### config.mk
export PLATFORM = sky130hd
export DESIGN_NAME = mul16_seq
export DESIGN_NICKNAME = d
export VERILOG_FILES = /design/src/rtl/mul16_seq_pkg.sv /design/src/rtl/add16.sv /design/src/rtl/mul16_seq.sv
export SDC_FILE = /design/constraint.sdc
export NUM_CORES = 1
export LEC_CHECK = 0
export BUFFER_PORTS_ARGS = -buffer_cell sky130_fd_sc_hd__buf_2
export CORE_UTILIZATION = 50
export DETAILED_ROUTE_END_ITERATION = 12
export GPL_TIMING_DRIVEN = 1
export PLACE_DENSITY = 0.73
export SLEW_MARGIN = 25
export SYNTH_ARGS = -nofsm -noshare
export SYNTH_HDL_FRONTEND = slang
export SYNTH_SLANG_ARGS = --single-unit
### constraint.sdc
create_clock -name clk -period 3 [get_ports clk]
set_clock_uncertainty 0.1 [all_clocks]
set_input_delay 0.45 -clock clk [delete_from_list [all_inputs] [get_ports clk]]
set_output_delay 0.45 -clock clk [all_outputs]
set_load 0.005 [all_outputs]
### src/rtl/mul16_seq_pkg.sv
// Shared definitions for the sequential 16-bit shift-and-add multiplier.
package mul16_seq_pkg;

    localparam int WIDTH      = 16;
    localparam int ITERATIONS = 16;

    // Counter value during the final RUN iteration.
    localparam logic [3:0] LAST_COUNT = 4'(ITERATIONS - 1);

    typedef enum logic [1:0] {
        ST_IDLE = 2'b00,
        ST_RUN  = 2'b01,
        ST_DONE = 2'b10
    } state_t;

endpackage

### src/rtl/add16.sv
// 16-bit adder; carry out of bit 15 is dropped.
module add16
    import mul16_seq_pkg::*;
(
    input  logic [WIDTH-1:0] a,
    input  logic [WIDTH-1:0] b,
    output logic [WIDTH-1:0] sum
);

    assign sum = a + b;

endmodule

### src/rtl/mul16_seq.sv
// Sequential 16x16 unsigned multiplier, product kept modulo 2^16.
//
//   state   | meaning
//   --------+-------------------------------------------------------
//   ST_IDLE | waiting for operands, in_ready high
//   ST_RUN  | 16 shift-and-add iterations, busy high
//   ST_DONE | product presented with out_valid until out_ready
module mul16_seq
    import mul16_seq_pkg::*;
(
    input  logic             clk,
    input  logic             rst_n,
    input  logic             in_valid,
    output logic             in_ready,
    input  logic [WIDTH-1:0] a,
    input  logic [WIDTH-1:0] b,
    output logic             out_valid,
    input  logic             out_ready,
    output logic [WIDTH-1:0] product,
    output logic             busy
);

    state_t           state;
    state_t           state_next;
    logic [WIDTH-1:0] mcand;
    logic [WIDTH-1:0] mplier;
    logic [WIDTH-1:0] acc;
    logic [WIDTH-1:0] sum;
    logic [3:0]       count;

    // Single adder shared by every iteration: acc + mcand.
    add16 u_add16 (
        .a   (acc),
        .b   (mcand),
        .sum (sum)
    );

    // acc only changes in RUN and is cleared on accept, so in DONE it holds the result.
    assign product = acc;

    // State register.
    always_ff @(posedge clk or negedge rst_n) begin
        if (!rst_n) begin
            state <= ST_IDLE;
        end else begin
            state <= state_next;
        end
    end

    // Next state and status outputs, decoded from the registered state only.
    always_comb begin
        state_next = state;
        in_ready   = 1'b0;
        out_valid  = 1'b0;
        busy       = 1'b0;
        unique case (state)
            ST_IDLE: begin
                in_ready = 1'b1;
                if (in_valid) begin
                    state_next = ST_RUN;
                end
            end
            ST_RUN: begin
                busy = 1'b1;
                if (count == LAST_COUNT) begin
                    state_next = ST_DONE;
                end
            end
            ST_DONE: begin
                out_valid = 1'b1;
                if (out_ready) begin
                    state_next = ST_IDLE;
                end
            end
            default: begin
                state_next = ST_IDLE;
            end
        endcase
    end

    // Operand capture and one shift-and-add step per RUN cycle.
    always_ff @(posedge clk or negedge rst_n) begin
        if (!rst_n) begin
            mcand  <= '0;
            mplier <= '0;
            acc    <= '0;
            count  <= '0;
        end else if (state == ST_IDLE && in_valid) begin
            mcand  <= a;
            mplier <= b;
            acc    <= '0;
            count  <= '0;
        end else if (state == ST_RUN) begin
            if (mplier[0]) begin
                acc <= sum;
            end
            mcand  <= mcand << 1;
            mplier <= mplier >> 1;
            count  <= count + 4'd1;
        end
    end

endmodule

Word level (Yosys, flattened, before mapping)
Cells that the tools add are included.
Word-level totals
  bits in registers: 54
  bits of input ports: 36
  output and inout port bits: 19
  word-level logic and storage cells: 35
Operators by class
  add/subtract/negate cells: 2
  equal/unequal tests: 6
  multiplexer cells: 16
  reductions and logical operators: 6
Operator list (count)
  2-to-1 mux 16 bit: 7
  adder 16 bit: 1
  2-to-1 mux 4 bit: 2
  2-to-1 mux 2 bit: 3
  inequality test 2 bit, second input constant: 3
  case mux 2 bit (3 select lines): 1
  adder 4 x 1 -> 4 bit, second input constant: 1
  equality test 4 bit, second input constant: 1
  nonzero test 2 bit: 2
  2-to-1 mux 1 bit: 3
  AND reduction 3 bit: 1
  equality test 2 x 1 -> 1 bit, second input constant: 1
  equality test 2 bit, second input constant: 1
  logical NOT 2 bit: 1
  AND reduction 2 bit: 1
  logical AND 1 bit: 1

Depth between registers and ports, before layout
  depth after elaboration: 4
  depth in mapped cells: 9
  depth with buffers taken out: 9

Hierarchy
Synthesis repeated with hierarchy kept, for this count alone.
Second synthesis, totals
  cells, all modules: 301
  area total of the unflattened synthesis: 3079.2 um^2
Modules (own cells, without submodules)
  mul16_seq: times used 1, cells each 203, area each 2354.8 um^2, seq. area each 1351.3 um^2
  add16: times used 1, cells each 98, area each 724.4 um^2, seq. area each 0.0 um^2

Worst setup path after synthesis
OpenSTA, ideal clock, no wires.
  path kind: register -> register
  start point: register acc[0] (netlist: product[0])
  end point: register acc[12] (netlist: product[12])
  setup time: 0.123 ns
  arrival: 2.071 ns
  data required time: 2.777 ns
  slack: 0.706 ns
  stages on the path, launching flop included: 10
  buffers on the path: 0
  period minus slack after synthesis: 2.294 ns
  path through: dfrtp_1 > ha_1 > fa_1 > a21oi_1 > o21ai_1 > a21oi_2 > nor2_1 > or3_4 > xnor2_1 > o21ai_1
On the way
  cells in the longest elaborated chain, start to end: 4
RTL lines
  start: declaration: line mul16_seq.sv:27  | logic [WIDTH-1:0] acc;
  start signal: assignment: line mul16_seq.sv:95  | acc <= sum;
  adder 16 bit: line add16.sv:10  | assign sum = a + b;
  2-to-1 mux 16 bit: line mul16_seq.sv:94  | if (mplier[0]) begin
  2-to-1 mux 16 bit: line mul16_seq.sv:93  | end else if (state == ST_RUN) begin
  2-to-1 mux 16 bit: line mul16_seq.sv:88  | end else if (state == ST_IDLE && in_valid) begin
Every way passes these cells. The select of a mux whose other input is x is not followed.
A chain may end at the register's enable or synchronous reset.

Worst setup path after layout
Same ends and word-level chain as after synthesis.

==> qor.yml <==
antenna_found_initial: 0
yosys_warnings: 0
drive_gt1_share_pct: 22.34
fin_hold_ws_ns: 0.004506
slew_headroom_pct: 37.22
hold_violations: 0
clkSinkCount: 54
layout_worst_path_cycle_share_pct: 83.30
die_h_um: 78.06
grt_usage_pct: 22.37
numCtsBuffers: 5
setup_viol: 0
clk_path_buf_depth: 2
syn_inst: 315
yosysTopAreaCellShare_pct: 46.71
grt_max_degree: 33
fin_setup_tns_ns: 0
crit_path_end_kind: "flip-flop"
drt_iter0_drc: 121
die_w_um: 78.06
gp_congestion: 0.8319
power_density_nw_per_um2: 1146
p_leak_uw: 0.001673
layout.nets: 419
startpoint: "product[0]"
min_period_ns: 2.499
via_per_inst: 5.483
antenna_left: 0
maxCapViolations: 0
startpoint_type: "flip-flop"
drc: 0
outcome: "completed"
tightestPinTransition_ns: 0.9407
drv_slew: 0
ys_types: 44
cts_tree: "yes"
routed_wirelength_um: 6436
cp_common_cell: "o21ai_1"
cts-root-buf: "clkbuf_8"
grt_overflow: 0
io_pins: 55
regToRegEndpoint: "product[12]"
area_growth_syn_to_layout_pct: 15.35
clkTransAtPathRegs_ns: 0.11
diodes: 0
clk_latency_ns: 0.32
rsz0062_at_grt: "no"
dpl.hpwl_um: 4603
critPathBufInv: 0
crit_chain: "ha_1, fa_1, a21oi_1, o21ai_1, a21oi_2, nor2_1, or3_4, xnor2_1, o21ai_1"
firstDrtPassIters: 6
fp-row-count: 27
postCtsHoldBufs: 0
io_buffers: 54
htree_levels: 2
slowest_stage: "dfrtp_1"
critical_path_class: "reg -> reg"
cp_max_fo: 4
grt_pass1_vias: 2286
syn_avg_cell_area_um2: 9.183
required_ns: 3.09
syn_area_um2: 2893
synthesis.nets: 368
cp_slowest_stage_delay_ns: 0.42
ir_drop_mv: 0.4905
initial_core_util_pct: 52.21
seq_area_frac_synth_pct: 46.71
r2r_start: "product[0]"
synth_area_leaders: "dfrtp_1, nand2_1, a22oi_1"
hold_path.class: "in -> async"
synth-seq-cells: 54
detail_route.wl_per_cell_um: 14.66
reg2reg_slack_ns: 0.50
cts_resized: 0
rr_worst_depth: 9
cp_data_arrival_time_ns: 2.59
die_area_um2: 6093
fmax_ghz: 0.4001
grt_first_pass_wirelength_um: 10670
fp.coreArea_um2: 5540
vias: 2407
postCtsSetupBuffers: 0
crit_family: "adder cells"
yosys.area.top_type: "dfrtp_1"
[Yosys cell counts (all sizes together)]
cell type  instances
nand3             13
nor3               1
a21boi             1
nand2b             1
inv                7
a211oi             1
a21oi             13
or3                1
buf               11
dfrtp             54
o21bai             2
a22o               3
o211ai             2
nand4              4
o2bb2ai            1
and2               2
xnor2              7
o21ai             22
o311a              2
nand2             90
nor2              12
a31oi              3
a22oi             30
a21o               2
o32ai              1
fa                 1
nor2b              2
ha                16
and3               1
clkbuf             4
xor2               5
[per-stage QoR]
| step | util [%] | instances | power (uW) | setup slack [ns] | area, um^2 |
|---|---|---|---|---|---|
| 3_3_place_gp | 58.13 | 431 | 3244 | 0.6352 | 3221 |
| 6_report | 60.23 | 439 | 3824 | 0.5009 | 3337 |
| 5_1_grt | 60.23 | 439 | 4152 | 0.4219 | 3337 |
| 2_1_floorplan | - | 315 | 2817 | 0.7064 | 2893 |
| 4_1_cts | 60.23 | 439 | 3841 | 0.5112 | 3337 |
| 3_5_place_dp | 58.13 | 431 | 3316 | 0.5355 | 3221 |
[sequential cells by signal, indices dropped and copies added, names as in the netlist]
| name | flops |
|---|---|
| mplier | 16 |
| mcand | 16 |
| count | 4 |
| product | 16 |
| state | 2 |
[where the power goes]
part           internal, uW  switching (uW)  total (uW)
clock                   255             263         519
combinational           827            1150        1980
sequential             1060             263        1330
total                  2140            1680        3820
[how the worst max path moves through the flow]
stage                     slack [ns]  cells past startpoint          end
after detailed placement        0.54                      9  product[12]
final                           0.50                      9  product[12]
after global placement          0.64                      9  product[12]
after global routing            0.42                      9  product[12]
after CTS                       0.51                      9  product[12]
after floorplan                 0.71                      9  product[12]
[worst register-to-register path, stage by stage (launching register included)]
cell	delay, ns
dfrtp_1	0.42
ha_1	0.23
fa_1	0.41
a21oi_1	0.22
o21ai_1	0.11
a21oi_2	0.22
nor2_1	0.07
or3_4	0.34
xnor2_1	0.17
o21ai_1	0.07
[cell usage in the layout, fill, tap and decap left out, types with 5 or more instances in the layout]
cell type  instances
a21oi_1           11
a22oi_1           30
buf_2             54
buf_4              5
clkbuf_8           5
dfrtp_1           54
ha_1              16
inv_1              6
nand2_1           89
nand3_1           13
nor2_1             9
o21ai_0           19
xnor2_1            7
xor2_1             5
[cell families (layout without fill, tap and decap cells)]
kind of cell / Yosys count / in the layout / synth area share [%]
XOR/XNOR: 12 / 12 / 3.633
adder cells (fa/ha/maj): 17 / 17 / 7.612
AO/OA/AOI/OAI: 83 / 83 / 19.90
AND/OR/NAND/NOR: 127 / 127 / 18.73
buffers and inverters: 22 / 74 / 3.416
flip-flops: 54 / 54 / 46.71
[per-layer routing]
layer	global-route usage, %	wire length (um)	up-vias
met4	6.481	67	0
met1	30.61	3053	1147
met3	4.302	300	8
met2	36.23	3014	49
met5	0	0	-
li1	-	-	1203
[cell type report]
cell class              count  area (um^2)
fillers                   504         2203
multi-input cells         239         1445
flip-flops and latches     54         1351
repair buffers             59        307.8
well taps                  72        90.09
clock buffers               5        68.82
clock inverters             3        47.55
inverters                   7        26.28
Power figures use the tool's default switching activity.
